[src/rtl/sci_uart_pkg.sv]
// Shared definitions for the MiniS08 SCI/UART peripheral: register offsets,
// STATUS bit positions, FSM state encodings and the divisor floor.
package sci_uart_pkg;

    localparam logic [1:0] ADDR_DATA  = 2'd0;
    localparam logic [1:0] ADDR_STAT  = 2'd1;
    localparam logic [1:0] ADDR_BAUDL = 2'd2;
    localparam logic [1:0] ADDR_BAUDH = 2'd3;

    localparam int STAT_TDRE = 7;
    localparam int STAT_TC   = 6;
    localparam int STAT_RDRF = 5;
    localparam int STAT_OR   = 3;
    localparam int STAT_FE   = 1;

    localparam logic [15:0] DIV_MIN = 16'd4;

    typedef enum logic [1:0] {
        TX_IDLE  = 2'd0,
        TX_START = 2'd1,
        TX_DATA  = 2'd2,
        TX_STOP  = 2'd3
    } tx_state_t;

    typedef enum logic [1:0] {
        RX_IDLE  = 2'd0,
        RX_START = 2'd1,
        RX_DATA  = 2'd2,
        RX_STOP  = 2'd3
    } rx_state_t;

    // Divisors below the floor would leave no room for a half-bit start check.
    function automatic logic [15:0] clamp_div(input logic [15:0] d);
        return (d < DIV_MIN) ? DIV_MIN : d;
    endfunction

endpackage

[src/rtl/sci_bitclk.sv]
// Bit-period timer: a loadable down-counter producing a one-cycle tick at the
// end of every bit period. Restart loads a full or half period; otherwise the
// counter reloads itself from the live divisor at each tick, so a divisor
// change only lands on a bit boundary.
module sci_bitclk
    import sci_uart_pkg::*;
(
    input  logic        clk50,
    input  logic        reset,
    input  logic [15:0] div,
    input  logic        restart,
    input  logic        half,
    output logic        tick
);

    logic [15:0] div_eff;
    logic [15:0] load;
    logic [15:0] cnt;

    assign div_eff = clamp_div(div);
    assign load    = half ? {1'b0, div_eff[15:1]} : div_eff;

    // Count down one bit period, reloading on restart or when the period expires.
    always_ff @(posedge clk50 or posedge reset) begin
        if (reset)
            cnt <= '0;
        else if (restart)
            cnt <= load - 16'd1;
        else if (cnt == '0)
            cnt <= div_eff - 16'd1;
        else
            cnt <= cnt - 16'd1;
    end

    assign tick = (cnt == '0) && !restart;

endmodule

[src/rtl/sci_uart.sv]
// MiniS08 SCI/UART: 4-byte register window (DATA, STATUS, BAUDL, BAUDH),
// 8N1 transmitter and receiver sharing one programmable baud divisor.
module sci_uart
    import sci_uart_pkg::*;
#(
    parameter logic [15:0] DIV_RESET = 16'd5208
) (
    input  logic       clk50,
    input  logic       reset,
    input  logic [7:0] din,
    output logic [7:0] dout,
    input  logic       sel,
    input  logic [1:0] addr,
    input  logic       read,
    input  logic       write,
    input  logic       rxd,
    output logic       txd
);

    logic       wr_q, rd_q;
    logic       wr_pulse, rd_pulse, rd_clear;
    logic [7:0] tdr, rxbuf, baudl, baudh, status;
    logic       tdre, tc, rdrf, ovr, fe;

    tx_state_t  tx_state, tx_next;
    logic [7:0] tx_shift, tx_shift_next;
    logic [2:0] tx_bit, tx_bit_next;
    logic       tx_take, tx_done, tx_restart, tx_tick, txd_next;

    rx_state_t  rx_state, rx_next;
    logic [7:0] rx_shift, rx_shift_next;
    logic [2:0] rx_bit, rx_bit_next;
    logic       rx_s1, rx_s2, rx_s3;
    logic       rx_restart, rx_done, rx_tick;

    assign wr_pulse = sel && write && !wr_q;
    assign rd_pulse = sel && read && !rd_q;
    assign rd_clear = rd_pulse && (addr == ADDR_DATA);

    sci_bitclk u_txclk (
        .clk50   (clk50),
        .reset   (reset),
        .div     ({baudh, baudl}),
        .restart (tx_restart),
        .half    (1'b0),
        .tick    (tx_tick)
    );

    sci_bitclk u_rxclk (
        .clk50   (clk50),
        .reset   (reset),
        .div     ({baudh, baudl}),
        .restart (rx_restart),
        .half    (rx_restart),
        .tick    (rx_tick)
    );

    // Transmitter next state: pull TDR into the shifter and walk start/data/stop bits.
    always_comb begin
        tx_next       = tx_state;
        tx_shift_next = tx_shift;
        tx_bit_next   = tx_bit;
        tx_take       = 1'b0;
        tx_done       = 1'b0;
        tx_restart    = 1'b0;
        txd_next      = 1'b1;
        case (tx_state)
            TX_IDLE: begin
                if (!tdre) begin
                    tx_take       = 1'b1;
                    tx_restart    = 1'b1;
                    tx_shift_next = tdr;
                    tx_bit_next   = 3'd0;
                    tx_next       = TX_START;
                end
            end
            TX_START: begin
                if (tx_tick)
                    tx_next = TX_DATA;
            end
            TX_DATA: begin
                if (tx_tick) begin
                    tx_shift_next = {1'b1, tx_shift[7:1]};
                    tx_bit_next   = tx_bit + 3'd1;
                    if (tx_bit == 3'd7)
                        tx_next = TX_STOP;
                end
            end
            TX_STOP: begin
                if (tx_tick) begin
                    if (!tdre) begin
                        tx_take       = 1'b1;
                        tx_shift_next = tdr;
                        tx_bit_next   = 3'd0;
                        tx_next       = TX_START;
                    end else begin
                        tx_done = 1'b1;
                        tx_next = TX_IDLE;
                    end
                end
            end
            default: tx_next = TX_IDLE;
        endcase
        case (tx_next)
            TX_START: txd_next = 1'b0;
            TX_DATA:  txd_next = tx_shift_next[0];
            default:  txd_next = 1'b1;
        endcase
    end

    // Transmitter state and a registered txd so the pin never glitches.
    always_ff @(posedge clk50 or posedge reset) begin
        if (reset) begin
            tx_state <= TX_IDLE;
            tx_shift <= '0;
            tx_bit   <= '0;
            txd      <= 1'b1;
        end else begin
            tx_state <= tx_next;
            tx_shift <= tx_shift_next;
            tx_bit   <= tx_bit_next;
            txd      <= txd_next;
        end
    end

    // Two-flop synchronizer on rxd plus one more flop to see falling edges.
    always_ff @(posedge clk50 or posedge reset) begin
        if (reset) begin
            rx_s1 <= 1'b1;
            rx_s2 <= 1'b1;
            rx_s3 <= 1'b1;
        end else begin
            rx_s1 <= rxd;
            rx_s2 <= rx_s1;
            rx_s3 <= rx_s2;
        end
    end

    // Receiver next state: half-bit start check, then sample mid-bit each period.
    always_comb begin
        rx_next       = rx_state;
        rx_shift_next = rx_shift;
        rx_bit_next   = rx_bit;
        rx_restart    = 1'b0;
        rx_done       = 1'b0;
        case (rx_state)
            RX_IDLE: begin
                if (rx_s3 && !rx_s2) begin
                    rx_restart = 1'b1;
                    rx_next    = RX_START;
                end
            end
            RX_START: begin
                rx_bit_next = 3'd0;
                if (rx_tick)
                    rx_next = rx_s2 ? RX_IDLE : RX_DATA;
            end
            RX_DATA: begin
                if (rx_tick) begin
                    rx_shift_next = {rx_s2, rx_shift[7:1]};
                    rx_bit_next   = rx_bit + 3'd1;
                    if (rx_bit == 3'd7)
                        rx_next = RX_STOP;
                end
            end
            RX_STOP: begin
                if (rx_tick) begin
                    rx_done = 1'b1;
                    rx_next = RX_IDLE;
                end
            end
            default: rx_next = RX_IDLE;
        endcase
    end

    // Receiver state register; reset discards any partially assembled byte.
    always_ff @(posedge clk50 or posedge reset) begin
        if (reset) begin
            rx_state <= RX_IDLE;
            rx_shift <= '0;
            rx_bit   <= '0;
        end else begin
            rx_state <= rx_next;
            rx_shift <= rx_shift_next;
            rx_bit   <= rx_bit_next;
        end
    end

    // Register file: one action per CPU strobe edge; frame completion beats a same-cycle read-clear.
    always_ff @(posedge clk50 or posedge reset) begin
        if (reset) begin
            wr_q  <= 1'b0;
            rd_q  <= 1'b0;
            tdr   <= '0;
            tdre  <= 1'b1;
            tc    <= 1'b1;
            rxbuf <= '0;
            rdrf  <= 1'b0;
            ovr   <= 1'b0;
            fe    <= 1'b0;
            baudl <= DIV_RESET[7:0];
            baudh <= DIV_RESET[15:8];
        end else begin
            wr_q <= sel && write;
            rd_q <= sel && read;
            if (wr_pulse) begin
                case (addr)
                    ADDR_DATA: begin
                        if (tdre) begin
                            tdr  <= din;
                            tdre <= 1'b0;
                        end
                    end
                    ADDR_BAUDL: baudl <= din;
                    ADDR_BAUDH: baudh <= din;
                    default: ;
                endcase
            end
            if (tx_take) begin
                tdre <= 1'b1;
                tc   <= 1'b0;
            end
            if (tx_done)
                tc <= 1'b1;
            if (rd_clear) begin
                rdrf <= 1'b0;
                ovr  <= 1'b0;
                fe   <= 1'b0;
            end
            if (rx_done) begin
                if (!rdrf || rd_clear) begin
                    rxbuf <= rx_shift;
                    rdrf  <= 1'b1;
                    fe    <= !rx_s2;
                end else begin
                    ovr <= 1'b1;
                end
            end
        end
    end

    // STATUS image and the combinational read mux, zero unless selected for read.
    always_comb begin
        status            = '0;
        status[STAT_TDRE] = tdre;
        status[STAT_TC]   = tc;
        status[STAT_RDRF] = rdrf;
        status[STAT_OR]   = ovr;
        status[STAT_FE]   = fe;
        dout              = '0;
        if (sel && read) begin
            case (addr)
                ADDR_DATA:  dout = rxbuf;
                ADDR_STAT:  dout = status;
                ADDR_BAUDL: dout = baudl;
                ADDR_BAUDH: dout = baudh;
                default:    dout = '0;
            endcase
        end
    end

endmodule

[config.mk]
export PLATFORM = sky130hd
export DESIGN_NAME = sci_uart
export DESIGN_NICKNAME = d
export VERILOG_FILES = /design/src/rtl/sci_uart_pkg.sv /design/src/rtl/sci_bitclk.sv /design/src/rtl/sci_uart.sv
export SDC_FILE = /design/constraint.sdc
export NUM_CORES = 1
export LEC_CHECK = 0
export CORE_MARGIN = 2
export CORE_UTILIZATION = 43
export DETAILED_ROUTE_END_ITERATION = 8
export PLACE_DENSITY = 0.72
export SYNTH_ARGS = -nofsm -noshare
export SYNTH_HDL_FRONTEND = slang
export SYNTH_HIERARCHICAL = 1
export SYNTH_SLANG_ARGS = --single-unit
[constraint.sdc]
create_clock -name clk50 -period 3.95 [get_ports clk50]
set_input_delay 0.5925 -clock clk50 [delete_from_list [all_inputs] [get_ports clk50]]
set_output_delay 0.5925 -clock clk50 [all_outputs]
set_load 0.03 [all_outputs]
After elaboration in Yosys (flattened, before gate mapping)
Cells that the tools add are included.

Bits in registers: 101. Output and inout bits: 9. Word-level logic and storage cells: 143.

Multiplexer cells: 58. Order comparisons: 1. Reductions and logical operators: 34. Add/subtract/negate cells: 6. Equal/unequal tests: 20.

Operators with widths (count): two-way mux 16 bit (6); subtractor 16 x 1 -> 16 bit, second input constant (4); logical NOT 16 bit (2); two-way mux 8 bit (4); case mux 8 bit (4 select lines) (1); two-way mux 1 bit (25); case mux 8 bit (3 select lines) (1); two-way mux 2 bit (11); < comparator 16 x 3 -> 1 bit, second input constant (1); case mux 2 bit (4 select lines) (2); equality test 2 bit, second input constant (7); != test 2 bit, second input constant (7); two-way mux 3 bit (4); AND reduction 2 bit (6); case mux 3 bit (3 select lines) (1); equality test 2 x 1 -> 1 bit, second input constant (4); logical AND 1 bit (8); nonzero test 2 bit (4); adder 3 x 1 -> 3 bit, second input constant (2); equality test 3 bit, second input constant (2); logical NOT 1 bit (6); logical NOT 2 bit (3); case mux 3 bit (2 select lines) (1); AND reduction 3 bit (2); other kinds (4) (5).

Logic depth before layout (Yosys ltp)
Word-level depth: 9. Mapped depth: 14. Depth with buffers taken out: 11.

By module
The synthesis kept the hierarchy.

Modules (own cells, without submodules): sci_uart (times used 1, cells an instance 262, seq. area each 1740.4 µm², area each 3288.2 µm²); sci_bitclk (times used 2, cells an instance 158, seq. area each 400.4 µm², area each 1415.1 µm²).

Least setup slack after synthesis
No wires, ideal clock.

Kind: register to register. Start point: reg (tool-made name). End point: reg u_rxclk.cnt[9]. Arrival: 2.688 ns. Stages on the path, launching flop included: 13. Path slack: 1.198 ns. Library setup time: 0.064 ns. Buffers on the path: 2. Required time: 3.886 ns. Cell sequence: dfrtp_1 > clkbuf_1 > nor2_1 > nand2_1 > nor2_1 > buf_6 > and2b_4 > a222oi_1 > o31ai_1 > nor3_2 > nand3_2 > mux2_4 > nand2_2.

RTL lines: end signal, assigned (line sci_bitclk.sv:28) `cnt <= load - 16'd1;`; end signal, assigned (line sci_bitclk.sv:30) `cnt <= div_eff - 16'd1;`; end signal, assigned (line sci_bitclk.sv:32) `cnt <= cnt - 16'd1;`; end, declared (line sci_bitclk.sv:18) `logic [15:0] cnt;`.

Worst setup path after layout
Start point: in addr[0]. End point: out dout[6].

Word-level cells in the longest chain between the ends: 3. Elaborated cells on any way between the ends: 6. Those cells by class: 3 x eq/ne; 2 x mux; 1 x reduce/logical.

Ends and longest elaborated chain: start, declared (line sci_uart.sv:13) `input logic [1:0] addr,`; equality test 2 bit (tied with other cells) (line sci_uart.sv:252) `case (addr)`; case mux 8 bit (4 select lines) (*) (line sci_uart.sv:252); two-way mux 8 bit (*) (line sci_uart.sv:251) `if (sel && read) begin`; end, declared (line sci_uart.sv:11) `output logic [7:0] dout,`.

Mark *: on every way between the ends. The rest lies on a longest branch, timed or not.

==> impl_results.md <==
* Clock root cell: clkbuf_16
* Vias in the first global route at ~4.7k
* Post-synthesis sequential element count at 101
* XOR/XNOR share of the synthesized area at 2.86%
* Largest net degree at the start of global routing at 35
* Syn_nets at 606
* Synth unique cells at 67
* Number of remaining DRC errors at 0
* Die W at 123 um
* WHS Path Cells at 0
* Post-Synthesis Cells at 578
* EDFF count, synth at 0
* Reg2reg end: tx_shift[2]
* WP data required at around 3.4 ns
* Worst hold path class: register to register
* HPWL Detailed at roughly 10 mm
* Clock-pin transition on the worst setup and hold timing paths at 0.07 ns
* Final Hold Viols at 0
* Critical path endpoint: dout[6]
* Final Non-Filler Cells at 779
* DP Area at 6470 um^2
* Post-Route WL at 14.8 mm
* Synth area leaders: dfrtp_1 (37%), mux2_2 (8.3%), dfstp_2 (4.7%)
* Compound-gate portion of the synthesized area at 15.5%
* Hold_buf cts at 0
* PD cells at 595 nW/um^2
* All-Layer GR Usage at between 20% and 30%
* CP max stage cell: clkdlybuf4s50_1
* Arr. time, crit path at 2.75 ns
* Ys async rst share at 100%
* Slew Limit Fails at 0
* Synth-to-Final Area Change at 10.6%
* H-Tree Depth at 3
* Largest family of logic cells by synthesized area: multiplexers
* Clk pwr share at between 20% and 30%
* Port buffer count at 24
* Fin area at 6770 um^2
* Synth Area in Adders at 2.45%
* Filler cells at 1235
* Synthesized area per cell at 10.6 um^2
* Cells along the critical path: clkdlybuf4s50_1 -> mux4_2 -> nor2b_1 -> clkdlybuf4s50_1
* Mux contribution to synthesized area at 17.0%
* Leakage at 2.90 nW
* Syn Std Cell Area at 6120 um^2
* Setup-failing EPs final at 0
* Core ar. at roughly 14000 um^2
* Cell-internal power at approximately 2.5 mW
* DIE HEIGHT at 123 um
* Clock skew at 0.0106 ns
* Ratio of cells with drive above 1 in the final layout at 23.7%
* Crit path launch type: primary input
* Post-Route Setup TNS at 0 ns
* RSZ-0062 raised after global routing: no
* Synth Area in Simple Gates at about 17%
* CP max FO at 12
* DR vias at 4712
* CP dominant cell by count: clkdlybuf4s50_1
* Seq/Total Area, Yosys at 41.5%
* Final worst path period share at 84.5%
* Via density at slightly above 6
* DRT Pass-1 Iters at 5
* Rows at 43
* Max transition margin at 43.0%
* First-pass GRT wire length at roughly 24 mm
* Type of the worst setup path: primary input to output port
* CP startpoint: addr[0]
* R2r worst-path depth at 6
* Post-CTS Resized at 0
* Max stage delay on crit path at ~0.84 ns
* Sink Count at between 100 and 150
* R2r setup slk at roughly 0.76 ns
* Gate power share at 36.7%
* FF-to-FF Start: u_txclk/cnt[5]
* Antenna diodes at 0
* Clock buffer depth at 2
* GR Overflow Total at 0
* Top-area cell type share of the netlist area at 36.8%
* NetSw at 1.53 mW
* Antenna-violating nets left at 0
* CTS tree: done
* Max_cap viols at 0
* Drt wl/cell at 18.9 um
* Min Hold Slack at 0.369 ns
* Post-CTS Setup Inserts at 0
* Switching Fraction at 38.1%
* Crit path time final at 3.34 ns
* Upper clock frequency limit at around 300 MHz
* Area leader, netlist: dfrtp_1
* Worst slew pin tran at 0.854 ns
* Initial drt markers at 718
* Full die area at 15200 um^2
* Critical Path End Type: output port
* Final nets at 622
* Sequential Power Share at 41.0%
* Outcome: completed
* GP Congestion at 0.903
* Initial antenna violation count at 0
* IO Count at 25
* Worst skew pair latency at between 0.3 and 0.4 ns
* CTS Buf Count at 9
* Ys Warns at 6
* Most used DFF post-synth: dfrtp_1
* Initial Util at 44.1%
* Peak supply drop at 0.309 mV
* Dpl cells at about 760
==> placed cells by master, fill, tap and decap left out, types with 5 or more instances in the layout <==
| master | n |
|---|---|
| xnor2_1 | 6 |
| nor2b_1 | 8 |
| a31oi_1 | 8 |
| and3_2 | 6 |
| nor4_1 | 12 |
| xor2_1 | 14 |
| clkdlybuf4s50_1 | 24 |
| buf_4 | 7 |
| nor2_1 | 49 |
| a211o_1 | 6 |
| dfstp_2 | 11 |
| mux4_2 | 5 |
| mux2_2 | 45 |
| o22ai_1 | 5 |
| a22oi_1 | 5 |
| nor3_1 | 6 |
| o31ai_1 | 5 |
| nor3_2 | 6 |
| a22o_1 | 12 |
| a21oi_1 | 26 |
| nand2b_1 | 5 |
| dfrtp_1 | 90 |
| clkbuf_16 | 9 |
| nand2_1 | 42 |
| inv_1 | 17 |
| mux2_4 | 12 |
| mux2i_1 | 24 |
| nand3_1 | 7 |
| ha_1 | 12 |
| o21ai_0 | 21 |
==> layout make-up <==
cell class | count | area (um^2) | area share, %
Sequential cell | 101 | 2540 | 37.6
Timing Repair Buffer | 31 | 293 | 4.33
Clock buffer | 13 | 250 | 3.70
Inverter | 18 | 67.6 | 0.999
Tap cell | 180 | 225 | 3.33
Clock inverter | 3 | 46.3 | 0.684
Multi-Input combinational cell | 433 | 3340 | 49.4
==> power by group through the flow <==
stage	clock, mW	sequential [mW]	combinational (mW)
floorplan	0	1.53	1.18
global placement	0	1.64	1.39
detailed placement	0	1.65	1.45
CTS	0.909	1.63	1.46
global route	0.960	1.68	1.64
finish	0.899	1.65	1.48
==> synthesized netlist by cell type (all sizes together), types with 4 or more instances <==
library cell   n
nor3          12
nand2b         5
nand4          4
o31ai          5
mux2i         24
and3           6
nor2          53
xnor2          6
o211ai         4
a211oi         4
mux2          57
a31o           4
a22o          12
a21o           4
a211o          6
and2           5
a22oi          5
clkbuf         9
ha            12
nor2b          9
nor4          16
inv           18
or2            4
and2b          7
dfrtp         90
xor2          14
nand3         11
a31oi          8
o22ai          5
nand2         46
buf           17
dfstp         11
o21ai         23
a221oi         4
a21oi         26
mux4           5
a222oi         4
==> per-layer routing <==
layer / up-vias / wire length [um] / GRT usage [%]
met5: - / 0 / 0
met4: 0 / 298 / 7.81
met3: 23 / 982 / 3.69
met2: 183 / 6930 / 32.3
met1: 2352 / 6550 / 28.3
li1: 2154 / - / -
==> critical path: cells and delay by family <==
family	cells	cell delay, ns
AND/OR/NAND/NOR	1	0.14
buffers and inverters	2	1.43
multiplexers	1	0.57
==> registers in the layout (all words and copies together) (netlist names), 2 cells and up, named ones only <==
| register | cells |
|---|---|
| tx_bit | 3 |
| baudl | 8 |
| rx_shift | 8 |
| u_txclk/cnt | 16 |
| baudh | 8 |
| tx_shift | 8 |
| rx_bit | 3 |
| tx_state | 2 |
| rxbuf | 8 |
| tdr | 8 |
| u_rxclk/cnt | 16 |
==> cells by family after synthesis <==
| family | after synthesis |
|---|---|
| adders and majority gates | 12 |
| DFF | 101 |
| buffers and inverters | 44 |
| AOI/OAI and AO/OA | 129 |
| other | 1 |
| muxes | 86 |
| and+or+nand+nor | 185 |
| xor gates and xnor gates | 20 |
==> through the flow <==
step | utilization (%) | total power, mW | worst slack, ns
6_report | 48.7 | 4.02 | 0.611
5_1_grt | 48.7 | 4.28 | 0.492
4_1_cts | 48.7 | 4.01 | 0.619
3_5_place_dp | 46.6 | 3.10 | 0.621
3_3_place_gp | 46.6 | 3.03 | 0.651
2_1_floorplan | - | 2.71 | 1.20
==> how the worst min path moves through the flow <==
stage          slack (ns)  startpoint    end
2_1_floorplan        0.35       rx_s1  rx_s2
3_3_place_gp         0.35       rx_s1  rx_s2
3_5_place_dp         0.35       rx_s1  rx_s2
4_1_cts              0.37       rx_s1  rx_s2
5_1_grt              0.38       rx_s1  rx_s2
6_report             0.37       rx_s1  rx_s2
Power figures use the tool's default switching activity.
